--- config.mk ---
export PLATFORM = sky130hd
export DESIGN_NAME = id_ex_stage
export DESIGN_NICKNAME = d
export VERILOG_FILES = /design/src/rtl/id_ex_stage.sv
export SDC_FILE = /design/constraint.sdc
export NUM_CORES = 1
export LEC_CHECK = 0
export CAP_MARGIN = 30
export CORE_AREA = 2 2 115 117
export CTS_CLUSTER_SIZE = 20
export DETAILED_ROUTE_END_ITERATION = 7
export DIE_AREA = 0 0 117 119
export PLACE_DENSITY = 0.77
export SLEW_MARGIN = 10
export SYNTH_ARGS = -nofsm -noshare
export SYNTH_HDL_FRONTEND = slang
export SYNTH_SLANG_ARGS = --single-unit
--- constraint.sdc ---
create_clock -name input_clk -period 4.5 [get_ports input_clk]
set_input_delay 0.675 -clock input_clk [delete_from_list [all_inputs] [get_ports input_clk]]
set_output_delay 0.675 -clock input_clk [all_outputs]
set_load 0.01 [all_outputs]
--- src/rtl/id_ex_stage.sv ---
// ID/EX pipeline register with immediate extension, EX operand forwarding
// and hazard bubbles. Optional forwarding build: define EX_FORWARD_EN.
module id_ex_stage #(
   parameter int N = 32,
   parameter int R = 5
) (
   input  logic         input_clk,
   input  logic         input_reset,
   input  logic         input_stall,
   input  logic         input_flush,
   input  logic         input_valid,
   input  logic [N-1:0] input_busa,
   input  logic [N-1:0] input_busb,
   input  logic [15:0]  input_imm16,
   input  logic         input_extop,
   input  logic [R-1:0] input_rs,
   input  logic [R-1:0] input_rt,
   input  logic [R-1:0] input_rd,
   input  logic [2:0]   input_aluctr,
   input  logic         input_alusrc,
   input  logic         input_regdst,
   input  logic         input_regwr,
   input  logic         input_memrd,
   input  logic         input_memwr,
   input  logic         input_memtoreg,
   input  logic         input_exmem_regwr,
   input  logic [R-1:0] input_exmem_rw,
   input  logic [N-1:0] input_exmem_result,
   input  logic         input_memwb_regwr,
   input  logic [R-1:0] input_memwb_rw,
   input  logic [N-1:0] input_memwb_data,
   output logic [N-1:0] out_alu_a,
   output logic [N-1:0] out_alu_b,
   output logic [2:0]   out_aluctr,
   output logic [N-1:0] out_store_data,
   output logic [R-1:0] out_rw,
   output logic         out_regwr,
   output logic         out_memrd,
   output logic         out_memwr,
   output logic         out_memtoreg,
   output logic         out_valid,
   output logic         out_hazard_stall
);

   logic [N-1:0] busa_q, busb_q, imm_q;
   logic [R-1:0] rs_q, rt_q, rw_q;
   logic [2:0]   aluctr_q;
   logic         alusrc_q, regwr_q, memrd_q, memwr_q, memtoreg_q, valid_q;

   logic [N-1:0] ext_imm, val_a, val_b;
   logic [R-1:0] rw_d;
   logic         hazard;

   assign ext_imm = input_extop ?
      {{(N-16){input_imm16[15]}}, input_imm16} :
      {{(N-16){1'b0}}, input_imm16};
   assign rw_d = input_regdst ? input_rd : input_rt;

`ifdef EX_FORWARD_EN
   // EX/MEM holds the newer value, so it is checked first
   assign val_a =
      (input_exmem_regwr && input_exmem_rw == rs_q && rs_q != '0) ?
         input_exmem_result :
      (input_memwb_regwr && input_memwb_rw == rs_q && rs_q != '0) ?
         input_memwb_data : busa_q;
   assign val_b =
      (input_exmem_regwr && input_exmem_rw == rt_q && rt_q != '0) ?
         input_exmem_result :
      (input_memwb_regwr && input_memwb_rw == rt_q && rt_q != '0) ?
         input_memwb_data : busb_q;
   assign hazard = valid_q && memrd_q && rw_q != '0 && input_valid &&
                   (rw_q == input_rs || rw_q == input_rt);
`else
   logic hit_rs, hit_rt;
   logic unused_fwd;

   assign val_a = busa_q;
   assign val_b = busb_q;
   // Without forwarding, any pending writer of a source must drain first
   assign hit_rs = input_rs != '0 &&
      ((valid_q && regwr_q && rw_q == input_rs) ||
       (input_exmem_regwr && input_exmem_rw == input_rs));
   assign hit_rt = input_rt != '0 &&
      ((valid_q && regwr_q && rw_q == input_rt) ||
       (input_exmem_regwr && input_exmem_rw == input_rt));
   assign hazard = input_valid && (hit_rs || hit_rt);
   assign unused_fwd = ^{input_exmem_result, input_memwb_regwr,
                         input_memwb_rw, input_memwb_data,
                         rs_q, rt_q, memrd_q};
`endif

   always_ff @(posedge input_clk) begin
      if (input_reset || input_flush ||
          (!input_stall && hazard)) begin
         busa_q     <= '0;
         busb_q     <= '0;
         imm_q      <= '0;
         rs_q       <= '0;
         rt_q       <= '0;
         rw_q       <= '0;
         aluctr_q   <= '0;
         alusrc_q   <= 1'b0;
         regwr_q    <= 1'b0;
         memrd_q    <= 1'b0;
         memwr_q    <= 1'b0;
         memtoreg_q <= 1'b0;
         valid_q    <= 1'b0;
      end else if (!input_stall) begin
         busa_q     <= input_busa;
         busb_q     <= input_busb;
         imm_q      <= ext_imm;
         rs_q       <= input_rs;
         rt_q       <= input_rt;
         rw_q       <= rw_d;
         aluctr_q   <= input_aluctr;
         alusrc_q   <= input_alusrc;
         regwr_q    <= input_regwr;
         memrd_q    <= input_memrd;
         memwr_q    <= input_memwr;
         memtoreg_q <= input_memtoreg;
         valid_q    <= input_valid;
      end
   end

   assign out_alu_a        = val_a;
   assign out_alu_b        = alusrc_q ? imm_q : val_b;
   assign out_store_data   = val_b;
   assign out_aluctr       = aluctr_q;
   assign out_rw           = rw_q;
   assign out_regwr        = regwr_q;
   assign out_memrd        = memrd_q;
   assign out_memwr        = memwr_q;
   assign out_memtoreg     = memtoreg_q;
   assign out_valid        = valid_q;
   assign out_hazard_stall = hazard;

endmodule

==> run_results.csv, run 1 <==
group,metric,value,unit
finish,synthToLayoutAreaGrowth,62.31,%
setup_path,path_max_fanout,11,
drt,drc,0,
setup_path,crit_top_cell,"clkdlybuf4s50_1",
global_route,gr-total-overflow,0,
logic_synthesis,synth.top_cell.area_share,0.4529,
logic_synthesis,netlist_area,0.004199,mm²
setup_path,cp_slowest_stage_delay,0.63,ns
place,port_buffers,225,
global_route,grt_pass1_vias,4036,
drt,wl_per_cell,14.63,µm
power_and_ir_drop,p_sw_frac,0.2258,
sta,timing.fmax,264.5,MHz
finish,diodes,0,
logic_synthesis,synth_top_area_cell,"dfxtp_1",
clocking,htree_levels,3,
power_and_ir_drop,p_clk_frac,0.401,
setup_path,critPathBufInv,2,
sta,tightest_slew,0.6532,ns
clocking,cts_sinks,95,
place,dp.cells,876,
setup_path,cp-end-kind,"primary output",
sta,slew_headroom,0.5639,
floorplan,coreArea,0.01287,mm²
power_and_ir_drop,powerDensity,289.1,mW/mm²
clocking,worstSkewPairLatency,0.34,ns
outcome,status,"complete, no violations",
power_and_ir_drop,design_power_total,1.970,mW
drt,antenna_left,0,
finish,drive_gt1_frac,0.1271,
setup_path,r2r-end,"out_alu_a[7]",
setup_path,rr_worst_depth,6,
place,place_area,0.006504,mm²
setup_path,startpoint,"input_rt[1]",
floorplan,std_cell_rows,42,
drt,totalWireLength,13.05,mm
setup_path,path_class,"in -> out",
drt,viasPerCell,4.642,
clocking,cts.reportedPaths.clkPinSlew,0.06,ns
clocking,cts-resized-gates,0,
drt,vias,4141,
power_and_ir_drop,seqPwrFrac,0.452,
power_and_ir_drop,p_int,1.526,mW
sta,fin_crit_sh,0.8401,
place,place_congestion,0.8120,
clocking,cts_tree,"yes",
floorplan,start_util,0.3261,
clocking,post-cts-setup-buffer-count,0,
global_route,antenna_found_initial,0,
logic_synthesis,netlist_instances,503,
sta,finalClockSkew,0.007035,ns
power_and_ir_drop,leakage,2.435,nW
logic_synthesis,synth_edf_count,0,
power_and_ir_drop,p_comb_frac,0.147,
floorplan,die_y,119,µm
setup_path,worst_path_max_delay_cell,"clkdlybuf4s50_1",
logic_synthesis,synth_common_cells,"nand2_1 (185), dfxtp_1 (95), o21ai_0 (56)",
logic_synthesis,syn_nets,689,
logic_synthesis,ys_async_sr_fraction,0,
power_and_ir_drop,switchingPower,444.9,µW
hold_path,hold_class,"reg -> reg",
logic_synthesis,synthFlopType,"dfxtp_1",
logic_synthesis,yosysWarnings,0,
job,maxCapViolCount,0,
power_and_ir_drop,vdd_ir_drop_max,181.7,µV
drt,drtPass1Iterations,4,
logic_synthesis,synth.area.top_cells,"dfxtp_1 (45%), nand2_1 (17%), o21ai_2 (10%)",
logic_synthesis,syn_area_per_cell,8.348,µm²
logic_synthesis,synthMostInstantiatedCell,"nand2_1",
setup_path,path_cells,"clkdlybuf4s50_1, or4_1, nor2_1, or4_4, a41oi_4, clkdlybuf4s50_1",
setup_path,cp.depth,6,
finish,finalNonFillerCells,892,
floorplan,pin_count,296,
sta,min_period,3.780,ns
logic_synthesis,seq_area_frac_synth,0.4529,
floorplan,die_area,0.01392,mm²
setup_path,worstPathArrival,3.11,ns
sta,finalHoldViolCount,0,
clocking,cts_buffers,9,
clocking,postCtsHoldBufs,0,
sta,tns,0,ns
global_route,grt_max_degree,49,
logic_synthesis,synth_seq_cells,95,
setup_path,timing.rr.start,"out_rw[4]",
setup_path,critPathCapture,"out_hazard_stall",
setup_path,critPathTopFamily,"buffers and inverters",
clocking,cts.path.max_buffers,2,
place,hpwlAfterDp,9.655,mm
setup_path,required,3.83,ns
clocking,cts-root-buf,"clkbuf_16",
global_route,grt_pass1_wl,20.13,mm
sta,rsz0062_at_grt,"no",
setup_path,r2r_setup_slack,1.95,ns
sta,setup_violations,0,
sta,final_max_slew_viol_count,0,
finish,layout.nets,897,
logic_synthesis,yosysUniqueCellTypes,25,
drt,drt_iter0_drc,221,
sta,holdWs,0.4496,ns
setup_path,startpoint_type,"input port",
global_route,grt_usage,0.1838,
finish,finalInstanceArea,0.006815,mm²
floorplan,die_x,117,µm
## layout make-up
| cell class | count | area, µm² |
|---|---|---|
| sequential | 95 | 1902 |
| fill | 1200 | 6060 |
| multi-input combinational | 355 | 2006 |
| inverter | 17 | 63.81 |
| timing repair buffer | 233 | 2312 |
| tap | 176 | 220.2 |
| clock inverter | 2 | 37.54 |
| clock buffer | 14 | 274.0 |
## power by group through the flow
stage | combinational (mW) | sequential [mW] | clock [mW]
finish | 0.290 | 0.890 | 0.791
global route | 0.312 | 0.893 | 0.855
CTS | 0.292 | 0.890 | 0.818
detailed placement | 0.290 | 0.909 | 0
global placement | 0.287 | 0.907 | 0
floorplan | 0.0901 | 0.915 | 0
## layer usage
metal  vias to the layer above  global-route usage  part of all wire
li1                       2068                   -                 -
met1                      1892              0.2067              0.40
met2                       156              0.3165              0.49
met3                        25             0.05903             0.086
met4                         0             0.07574             0.021
met5                         -                   0                 0
## state kept, by name, indices dropped and copies added (netlist names)
name / flops
out_memwr: 1
out_aluctr: 3
out_memrd: 1
out_alu_a: 32
out_valid: 1
out_store_data: 32
imm_q: 17
alusrc_q: 1
out_rw: 5
out_memtoreg: 1
out_regwr: 1
## worst min path at each step
stage | start | end | cells past startpoint
finish | imm_q[1] | imm_q[1] | 2
global route | imm_q[12] | imm_q[12] | 2
CTS | imm_q[6] | imm_q[6] | 2
detailed placement | imm_q[6] | imm_q[6] | 2
global placement | imm_q[9] | imm_q[9] | 2
floorplan | imm_q[0] | imm_q[0] | 2
## worst min-delay path, delay by kind of cell (launching register included)
family,cells,cell delay [ns]
compound gates,1,0.05
flops,1,0.32
simple gates,1,0.04
## logic make-up (layout without fill, tap and decap cells)
group	count (synthesis)	count (layout)	share of synthesized area
and+or+nand+nor	202	202	0.1925
AOI/OAI and AO/OA	112	112	0.1862
DFF	95	95	0.4529
buffers and inverters	53	266	0.07181
muxes	21	21	0.05483
xor gates and xnor gates	20	20	0.04171
## per-stage QoR
stage | util | setup slack (ns)
finish | 0.5293 | 0.7196
global route | 0.5293 | 0.6360
CTS | 0.5293 | 0.7015
detailed placement | 0.5052 | 0.7082
global placement | 0.5052 | 0.7513
floorplan | - | 1.878
## layout by cell type (no fill, tap or decap)
cell	synthesis	routed
clkdlybuf4s50_1	0	225
nand2_1	185	185
dfxtp_1	95	95
o21ai_0	56	56
o21ai_2	49	49
inv_1	17	17
mux2_2	16	16
xnor2_1	10	10
xor2_1	10	10
clkbuf_16	0	9
buf_4	0	8
o31ai_1	6	6
mux2i_1	5	5
or4_1	3	3
nand4_1	3	3
clkbuf_8	0	3
nor2_1	2	2
nor4_1	2	2
nand4b_1	2	2
clkbuf_1	25	2
or4_4	1	1
a41oi_4	1	1
nor3_2	0	1
nor3b_2	0	1
nand3_1	1	1
or3_1	1	1
bufinv_16	0	1
clkinvlp_4	0	1
(Power assumes the default switching activity.)
==> run 2, diff against run 1 <==
CORE_AREA = 2 2 116 118   (was 2 2 115 117)
DIE_AREA = 0 0 118 120   (was 0 0 117 119)
PLACE_DENSITY = 0.76   (was 0.77)
clock period = 3.6 ns   (was 4.5 ns; I/O delays follow)
==> run_results.csv, run 2 (same netlist as run 1, synthesis figures left out) <==
group,metric,value,unit
sta,min_period,3.313,ns
finish,diodes,0,
place,port_buffers,225,
floorplan,die_y,120,µm
clocking,cts_sinks,95,
sta,slew_headroom,0.4469,
power_and_ir_drop,p_int,1.868,mW
drt,wl_per_cell,14.69,µm
drt,drc,0,
power_and_ir_drop,p_comb_frac,0.149,
drt,antenna_left,0,
drt,drtPass1Iterations,4,
drt,vias,4174,
setup_path,startpoint_type,"input port",
finish,final_common_cell,"clkdlybuf4s50_1",
sta,finalClockSkew,0.007769,ns
clocking,cts_buffers,9,
sta,timing.fmax,301.8,MHz
finish,n_fill_cell,1244,
power_and_ir_drop,leakage,2.423,nW
setup_path,path_max_fanout,4,
clocking,postCtsHoldBufs,0,
power_and_ir_drop,p_clk_frac,0.391,
sta,tightest_slew,0.8286,ns
hold_path,hold_class,"reg -> reg",
global_route,gr-total-overflow,0,
power_and_ir_drop,powerDensity,356.2,mW/mm²
finish,drive_gt1_frac,0.1245,
finish,multi_input_area,0.002006,mm²
floorplan,pin_count,296,
floorplan,std_cell_rows,42,
floorplan,die_area,0.01416,mm²
sta,rsz0062_at_grt,"no",
place,place_congestion,0.8724,
place,hpwlAfterDp,9.545,mm
sta,holdWs,0.4497,ns
finish,synthToLayoutAreaGrowth,61.98,%
drt,viasPerCell,4.685,
setup_path,required,3.06,ns
finish,seqCellArea,0.001902,mm²
outcome,status,"complete, no violations",
sta,tns,0,ns
clocking,cts-resized-gates,0,
power_and_ir_drop,vdd_ir_drop_max,216.1,µV
sta,finalHoldViolCount,0,
clocking,htree_levels,3,
clocking,cts.reportedPaths.clkPinSlew,0.06,ns
power_and_ir_drop,p_sw_frac,0.2290,
sta,fin_crit_sh,0.9203,
global_route,grt_pass1_vias,4146,
clocking,cts_tree,"yes",
power_and_ir_drop,switchingPower,554.8,µW
job,maxCapViolCount,0,
setup_path,cp-end-kind,"primary output",
global_route,grt_usage,0.1822,
clocking,worstSkewPairLatency,0.34,ns
setup_path,worstPathArrival,2.77,ns
floorplan,die_x,118,µm
clocking,cts-root-buf,"clkbuf_16",
drt,totalWireLength,13.09,mm
clocking,cts.path.max_buffers,2,
global_route,antenna_found_initial,0,
drt,drt_iter0_drc,211,
power_and_ir_drop,seqPwrFrac,0.459,
setup_path,path_class,"in -> out",
sta,setup_violations,0,
finish,layout.nets,896,
finish,fin_util,0.5240,
sta,final_max_slew_viol_count,0,
finish,layout_common_cells,"clkdlybuf4s50_1 (225), nand2_1 (185), dfxtp_1 (95)",
clocking,post-cts-setup-buffer-count,0,
floorplan,coreArea,0.01298,mm²
global_route,grt_max_degree,95,
floorplan,start_util,0.3235,
global_route,grt_pass1_wl,20.71,mm
run 2: worst max-delay path: stages:
cell and delay [ns]:
clkdlybuf4s50_1 0.59, or4_1 0.15, nor2_1 0.05, or4_4 0.56
a41oi_4 0.28, clkdlybuf4s50_1 0.60
run 2: per-stage QoR:
stage          setup WS (ns)  cell area (µm²)  power [mW]  instances
5_1_grt               0.2017             6802       2.529        891
3_5_place_dp          0.2955             6509       1.499        875
2_1_floorplan          1.248             4199       1.257        503
3_3_place_gp          0.2870             6509       1.492        875
4_1_cts               0.2893             6802       2.453        891
6_report              0.2868             6802       2.423        891
run 2: final timing paths:
| path | from | endpoint | slack [ns] | depth (start not counted) |
|---|---|---|---|---|
| worst min register to register | imm_q[8] | imm_q[8] | 0.45 | 2 |
| worst max-delay path | input_rt[2] | out_hazard_stall | 0.29 | 6 |
| worst max register to register | out_rw[3] | imm_q[0] | 1.29 | 6 |
| worst min-delay path | imm_q[8] | imm_q[8] | 0.45 | 2 |
run 2: power by group through the flow:
stage          sequential, mW  combinational, mW  clock [mW]
4_1_cts                  1.11              0.365       0.975
3_3_place_gp             1.13              0.358           0
2_1_floorplan            1.14              0.113           0
3_5_place_dp             1.14              0.362           0
5_1_grt                  1.12              0.388        1.02
6_report                 1.11              0.361       0.948
run 2: area by class of cell:
cell class	count	area share
sequential	95	0.2796
multi-input combinational	355	0.2949
tap	176	0.03238
timing repair buffer	232	0.3407
clock buffer	13	0.03679
inverter	17	0.009382
clock inverter	3	0.006255
run 2: metal layers:
layer	global-route usage	share of wire	vias up
li1	-	-	2074
met1	0.2067	0.41	1930
met2	0.3198	0.50	152
met3	0.05656	0.069	18
met4	0.07078	0.019	0
met5	0	0	-
==> run 3, diff against run 2 <==
TNS_END_PERCENT = 10   (was unset)
==> results of run 3 <==
The final DEF is identical to that of run 2; final timing and power are the same.
